### src/rtl/uart_tx_arbiter.sv
// Round-robin, packet-atomic arbiter sharing the UART TX FIFO write port between
// NUM_SRC byte-stream sources, with a mid-packet idle timeout that revokes the grant.
module uart_tx_arbiter #(
  parameter int unsigned NUM_SRC      = 4,
  parameter int unsigned HOLD_TIMEOUT = 1024
) (
  input  logic                         clk,
  input  logic                         rst_n,
  input  logic [NUM_SRC-1:0]           src_valid,
  input  logic [8*NUM_SRC-1:0]         src_data,
  input  logic [NUM_SRC-1:0]           src_last,
  output logic [NUM_SRC-1:0]           src_ready,
  input  logic                         full,
  output logic                         fifo_write_req,
  output logic [7:0]                   fifo_write_data,
  output logic                         busy,
  output logic [$clog2(NUM_SRC)-1:0]   grant_id,
  output logic                         abort
);

  localparam int unsigned ID_W = $clog2(NUM_SRC);
  localparam int unsigned HC_W = $clog2(HOLD_TIMEOUT);

  typedef enum logic [1:0] {IDLE, LOAD, GAP} state_t;

  state_t              state, state_d;
  logic [ID_W-1:0]     last_grant, last_grant_d;
  logic [HC_W-1:0]     hold_cnt, hold_cnt_d;
  logic                last_q, last_d;
  logic [ID_W-1:0]     grant_id_d;
  logic                busy_d, wr_req_d, abort_d;
  logic [7:0]          wr_data_d;
  logic [NUM_SRC-1:0]  ready_d;

  logic                pick_found;
  logic [ID_W-1:0]     pick_id;
  logic [ID_W-1:0]     scan_idx;
  logic                cur_valid;
  logic                cur_last;
  logic [7:0]          cur_data;

  // First valid source scanning upward from last_grant+1 with wrap.
  always_comb begin
    pick_found = 1'b0;
    pick_id    = '0;
    scan_idx   = '0;
    for (int unsigned i = 1; i <= NUM_SRC; i++) begin
      scan_idx = ID_W'((32'(last_grant) + i) % NUM_SRC);
      if (!pick_found && src_valid[scan_idx]) begin
        pick_found = 1'b1;
        pick_id    = scan_idx;
      end
    end
  end

  assign cur_valid = src_valid[grant_id];
  assign cur_last  = src_last[grant_id];
  assign cur_data  = src_data[{grant_id, 3'b000} +: 8];

  // Next-state and next-output logic; strobes default low so they last one cycle.
  always_comb begin
    state_d      = state;
    last_grant_d = last_grant;
    hold_cnt_d   = hold_cnt;
    last_d       = last_q;
    grant_id_d   = grant_id;
    busy_d       = busy;
    wr_req_d     = 1'b0;
    wr_data_d    = fifo_write_data;
    ready_d      = '0;
    abort_d      = 1'b0;
    unique case (state)
      IDLE: begin
        if (pick_found) begin
          grant_id_d   = pick_id;
          last_grant_d = pick_id;
          busy_d       = 1'b1;
          hold_cnt_d   = '0;
          state_d      = LOAD;
        end
      end
      LOAD: begin
        if (cur_valid) begin
          if (!full) begin
            wr_req_d          = 1'b1;
            wr_data_d         = cur_data;
            ready_d[grant_id] = 1'b1;
            hold_cnt_d        = '0;
            last_d            = cur_last;
            state_d           = GAP;
          end
        end else if (hold_cnt == HC_W'(HOLD_TIMEOUT - 1)) begin
          abort_d    = 1'b1;
          busy_d     = 1'b0;
          hold_cnt_d = '0;
          state_d    = IDLE;
        end else begin
          hold_cnt_d = hold_cnt + HC_W'(1);
        end
      end
      GAP: begin
        // One dead cycle lets the FIFO's full flag catch up with the write.
        if (last_q) begin
          busy_d  = 1'b0;
          state_d = IDLE;
        end else begin
          state_d = LOAD;
        end
      end
      default: state_d = IDLE;
    endcase
  end

  always_ff @(posedge clk or negedge rst_n) begin
    if (!rst_n) begin
      state           <= IDLE;
      last_grant      <= ID_W'(NUM_SRC - 1);
      hold_cnt        <= '0;
      last_q          <= 1'b0;
      grant_id        <= '0;
      busy            <= 1'b0;
      fifo_write_req  <= 1'b0;
      fifo_write_data <= '0;
      src_ready       <= '0;
      abort           <= 1'b0;
    end else begin
      state           <= state_d;
      last_grant      <= last_grant_d;
      hold_cnt        <= hold_cnt_d;
      last_q          <= last_d;
      grant_id        <= grant_id_d;
      busy            <= busy_d;
      fifo_write_req  <= wr_req_d;
      fifo_write_data <= wr_data_d;
      src_ready       <= ready_d;
      abort           <= abort_d;
    end
  end

endmodule

### config.mk
export PLATFORM = sky130hd
export DESIGN_NAME = uart_tx_arbiter
export DESIGN_NICKNAME = d
export VERILOG_FILES = /design/src/rtl/uart_tx_arbiter.sv
export SDC_FILE = /design/constraint.sdc
export NUM_CORES = 1
export LEC_CHECK = 0
export ABC_CLOCK_PERIOD_IN_PS = 5350
export CORE_MARGIN = 10
export CORE_UTILIZATION = 25
export DETAILED_ROUTE_END_ITERATION = 10
export PLACE_DENSITY = 0.49
export SLEW_MARGIN = 10
export SYNTH_ARGS = -nofsm -noshare
export SYNTH_HDL_FRONTEND = slang
export SYNTH_SLANG_ARGS = --single-unit
export TNS_END_PERCENT = 10
### constraint.sdc
create_clock -name clk -period 5.35 [get_ports clk]
set_clock_uncertainty 0.2 [all_clocks]
set_input_delay 1.605 -clock clk [delete_from_list [all_inputs] [get_ports clk]]
set_output_delay 1.605 -clock clk [all_outputs]
set_load 0.02 [all_outputs]
# --- After elaboration in Yosys (flattened, before gate mapping) ---
# Index checks and enable logic that the tools add are counted.
totals:
  register_bits: 32
  latch_bits: 0
  ramBits: 0
  mem_bits_ro: 0
  inputBits: 43
  out_inout_bits: 17
  word_cells: 94
  n_memories: 0
op_classes:
  n_addsub: 5
  multipliers: 0
  div: 0
  n_lt_le_gt_ge: 6
  eq_ne: 9
  shift: 1
  muxes: 47
  n_bitwise: 1
  n_reduce_logical: 15
op_table:
  columns: ["op", "n"]
  rows:
  - ["10-bit two-way mux", 4]
  - ["32-bit by 6-bit variable part select with 8-bit output", 1]
  - ["1-bit two-way mux", 22]
  - ["10-bit one-hot mux with 2 select lines", 1]
  - ["2-bit two-way mux", 8]
  - ["2-bit by 3-bit < comparator with 1-bit output, second input constant", 5]
  - ["1-bit binary-select mux with 2-bit select", 6]
  - ["4-bit two-way mux", 3]
  - ["10-bit by 1-bit adder with 10-bit output, second input constant", 1]
  - ["10-bit == test, second input constant", 1]
  - ["3-bit AND reduction", 3]
  - ["2-bit != test, second input constant", 4]
  - ["3-bit != test, second input constant", 2]
  - ["2-bit one-hot mux with 3 select lines", 1]
  - ["5-bit AND reduction", 1]
  - ["2-bit by 1-bit adder with 2-bit output, second input constant", 2]
  - ["2-bit adder, second input constant", 2]
  - ["1-bit logical AND", 4]
  - ["1-bit logical NOT", 3]
  - ["1-bit one-hot mux with 3 select lines", 1]
  - ["3-bit nonzero test", 1]
  - ["1-bit demux with 2-bit select", 1]
  - ["2-bit by 1-bit == test with 1-bit output, second input constant", 1]
  - ["2-bit == test, second input constant", 1]
  - ["other kinds (5)", 5]

# --- Depth between registers and ports, before layout ---
depth:
  ltp_word: 15
  ltp_mapped: 7
  depth_no_buf: 6

# --- Least setup slack after synthesis ---
# Ideal clock, no wire load.
synth_timing:
  path_kind: "input to register"
  from: "in src_valid[3]"
  to: "reg hold_cnt[4]"
  setup_time_ns: 0.066
  t_arrival_ns: 3.020
  required_ns: 5.084
  setup_slack_ns: 2.064
  cell_stages: 4
  n_path_buf: 0
  path_cell_list: "mux4_2 -> a311oi_4 -> nor3b_4 -> a221o_1"
synth_between:
  elab_chain_len: 14
  elab_cells_between_ends: 25
  classes_between: "eq/ne: 2; mux: 16; reduce/logical: 7"
synth_rtl:
  columns: ["element", "line_no", "source"]
  rows:
  - ["start, declared", "9", "input logic [NUM_SRC-1:0] src_valid,"]
  - ["1-bit binary-select mux with 2-bit select", "49", "if (!pick_found && src_valid[scan_idx]) begin"]
  - ["1-bit two-way mux (not written as such)", "49", null]
  - ["1-bit two-way mux", "49", null]
  - ["1-bit logical NOT", "49", null]
  - ["1-bit logical AND", "49", null]
  - ["1-bit two-way mux", "49", null]
  - ["1-bit logical NOT", "49", null]
  - ["1-bit logical AND", "49", null]
  - ["1-bit two-way mux", "49", null]
  - ["1-bit logical NOT", "49", null]
  - ["1-bit logical AND", "49", null]
  - ["1-bit two-way mux", "49", null]
  - ["2-bit != test (no source line)", null, null]
  - ["3-bit AND reduction (no source line)", null, null]
  - ["end signal, assigned", "129", "hold_cnt <= hold_cnt_d;"]
  - ["end, declared", "28", "logic [HC_W-1:0] hold_cnt, hold_cnt_d;"]
# Several ways; a longest one is shown, not always the timed one. The select of a mux whose other input is x is not followed.
# A chain may end at the register's enable or synchronous reset.

# --- Worst setup path in the final report ---
layout_timing:
  from: "in src_valid[3]"
  to: "reg hold_cnt[5]"
# The elaborated chain is that of the path after synthesis.

==> impl_metrics.yaml <==
outcome:
  status: "complete, no violations"
worst_setup_path:
  critPathRequiredTime_ns: 5.37
  crit_chain: "clkdlybuf4s50_1, mux4_2, a311oi_4, nor3b_4, a221o_1"
  path_class: "in -> reg"
  crit_buf_inv: 1
  slowest_delay_ns: 0.60
  arrival_ns: 3.81
  rrSetupSlack_ns: 2.71
  r2r_start: "grant_id[1]"
  start_kind: "input port"
  r2r_cells: 4
  crit_slowest_cell: "mux4_2"
  endpoint_kind: "flip-flop"
  path_max_fanout: 8
  r2r-end: "hold_cnt[5]"
  cp_top_family: "compound AO/OA/AOI/OAI gates"
synth:
  synth-simple-area-share: 0.149
  async_reset_ff_frac: 1.00
  synthAdderAreaFrac: 0.0337
  ys_types: 42
  synth_top_family_by_area: "multiplexers"
  yosys_warnings: 0
  synth_edf_count: 0
  synth_top_area_frac: 0.405
  synthTopCellsByArea: "dfrtp_1, mux4_2, mux2_2, ha_1, dfstp_2"
  seq_area_frac_synth: 0.433
  synth_nets: 203
  syn_area_per_cell_um2: 12.0
  syn_inst: 155
  synth_xor_area_frac: 0
  ys.flop_type: "dfrtp_1"
  yosys.area.top_type: "dfrtp_1"
  synth_mux_area_frac: 0.204
  synth_compound_area_frac: 0.145
  ys_seq_elements: 32
  syn_area_um2: 1860
grt:
  grt_max_degree: 33
  grt_pass1_vias: 1561
  grt_pass1_wl_um: 8090
  grt_antenna_before_repair: 0
  grtUsageTotal: 0.0898
  grt_overflow: 0
route:
  detail-route-antenna-nets: 0
  route.detailed.drc: 0
  vias: 1468
  post_drt_via_cell_ratio: 4.65
  wl_um: 4920
  wl_per_cell_um: 15.6
  drt_iter0_markers: 91
  first_pass_iters: 4
clocking:
  cts_setup_buffers: 0
  clock-sinks: 32
  cts_resized: 0
  cts-buffers-inserted: 5
  clock_path_buffers: 2
  cts_root_buf: "clkbuf_8"
  htree_levels: 2
  cts_tree: "built"
  hold_buffers: 0
  clock_latency_ns: 0.28
  clk_pin_slew_ns: 0.06
timing:
  rsz0062_at_grt: "no"
  relSlewSlack: 0.505
  setup_viol: 0
  fin_crit_sh: 0.708
  hold_viol: 0
  fmax_mhz: 264
  min_period_ns: 3.79
  fin_ws_ns: 1.56
  worst_pin_slew_ns: 0.742
  finalSetupTns_ns: 0
  drv_slew: 0
job:
  maxCapViolations: 0
die:
  start_util: 0.256
  die-area_um2: 11300
  pin_count: 60
  die_y_um: 106
  core_area_um2: 7250
  std_cell_rows: 31
  die_x_um: 106
final_layout:
  diodes: 0
  stdcell_count: 316
  fin_area_um2: 2640
  fin_util: 0.364
  drive_gt1_frac: 0.166
  area_growth_pct: 42.3
  final_nets: 264
place:
  gp_congestion: 0.747
  place_inst: 308
  pre_cts_slack_ns: 1.25
  place_hpwl_um: 3800
  portBuffers: 59
  placed_cell_area_um2: 2550
hold_path:
  whs_path_depth: 1
  min_path_type: "reg -> reg"
  hp-start: "fifo_write_data[0]"
  holdPathEnd: "fifo_write_data[0]"
pwr:
  p_per_area_nw_per_um2: 455
  netSwitchingFraction: 0.375
  power_frac_seq: 0.321
  p_int_uw: 751
  ir_drop_v: 0.000127
  clkPwrFrac: 0.160
  switchingPower_uw: 450
  combPwrFrac: 0.519
  leakage_nw: 1.15
layout by cell type (no fill, tap or decap), drive strengths merged, types with 3 or more instances in the layout:
cell type	instances
clkbuf	6
nand3b	3
nand2	4
a21oi	3
mux4	10
mux2	10
a211o	5
nor2	11
dfrtp	30
clkdlybuf4s50	59
inv	8
a22o	5
ha	5
a221o	4
nand3	5
nor3	3
and3	8
mux2i	4
cell usage after synthesis, drive strengths merged, types with 3 or more instances:
master	instances
mux2	10
a221o	4
nand3	5
nor2	11
mux4	10
mux2i	4
and3	8
a211o	5
nand2	4
dfrtp	30
nor3	3
buf	3
ha	5
clkbuf	4
nand3b	3
a22o	5
inv	8
a21oi	3
final cells by class:
| class | instances | area, µm² |
|---|---|---|
| Timing Repair Buffer | 61 | 606 |
| Fill cell | 741 | 4610 |
| Clock buffer | 6 | 82.6 |
| Sequential cell | 32 | 803 |
| Tap cell | 99 | 124 |
| Clock inverter | 2 | 10.0 |
| Inverter | 8 | 30.0 |
| Multi-Input combinational cell | 108 | 986 |
worst register-to-register path: cells and delay by family (launching register included):
kind	cells	cell delay [ns]
DFF	1	0.82
AOI/OAI and AO/OA	2	0.64
muxes	1	0.49
and+or+nand+nor	1	0.43
logic make-up after synthesis:
logic type,after synthesis
AO/OA/AOI/OAI,31
buffers and inverters,15
flip-flops,32
adder cells (fa/ha/maj),5
multiplexers,24
AND/OR/NAND/NOR,48
worst max-delay path by stage:
| stage | startpoint | end | slack (ns) | cells after the start |
|---|---|---|---|---|
| 2_1_floorplan | src_valid[3] | hold_cnt[4] | 2.06 | 4 |
| 3_3_place_gp | src_valid[3] | hold_cnt[4] | 1.28 | 5 |
| 6_report | src_valid[3] | hold_cnt[5] | 1.56 | 5 |
| 3_5_place_dp | src_valid[3] | hold_cnt[5] | 1.25 | 5 |
| 5_1_grt | src_valid[3] | hold_cnt[5] | 1.43 | 5 |
| 4_1_cts | src_valid[3] | hold_cnt[2] | 1.55 | 5 |
routing by layer:
layer,share of wire,global-route usage,vias up
li1,-,-,716
met1,0.44,0.110,717
met2,0.50,0.145,30
met3,0.035,0.0175,5
met4,0.016,0.0493,0
met5,0,0,-
stage by stage:
stage | power (mW) | hold WS, ns
floorplan | 0.808 | 0.280
global placement | 1.03 | 0.287
detailed placement | 1.03 | 0.292
CTS | 1.23 | 0.308
global route | 1.29 | 0.328
finish | 1.20 | 0.303
sequential cells by signal, summed over array words and instances, names as in the netlist, 2 cells and up:
register and count:
fifo_write_data 8, grant_id 2, hold_cnt 10, last_grant 2
src_ready 4, state 2
power groups by stage:
stage          registers, mW  clock network, mW  logic, mW
5_1_grt                0.398              0.214      0.681
2_1_floorplan          0.423                  0      0.385
6_report               0.385              0.192      0.623
4_1_cts                0.386              0.201      0.640
3_3_place_gp           0.391                  0      0.640
3_5_place_dp           0.391                  0      0.636
Power figures use the tool's default switching activity.
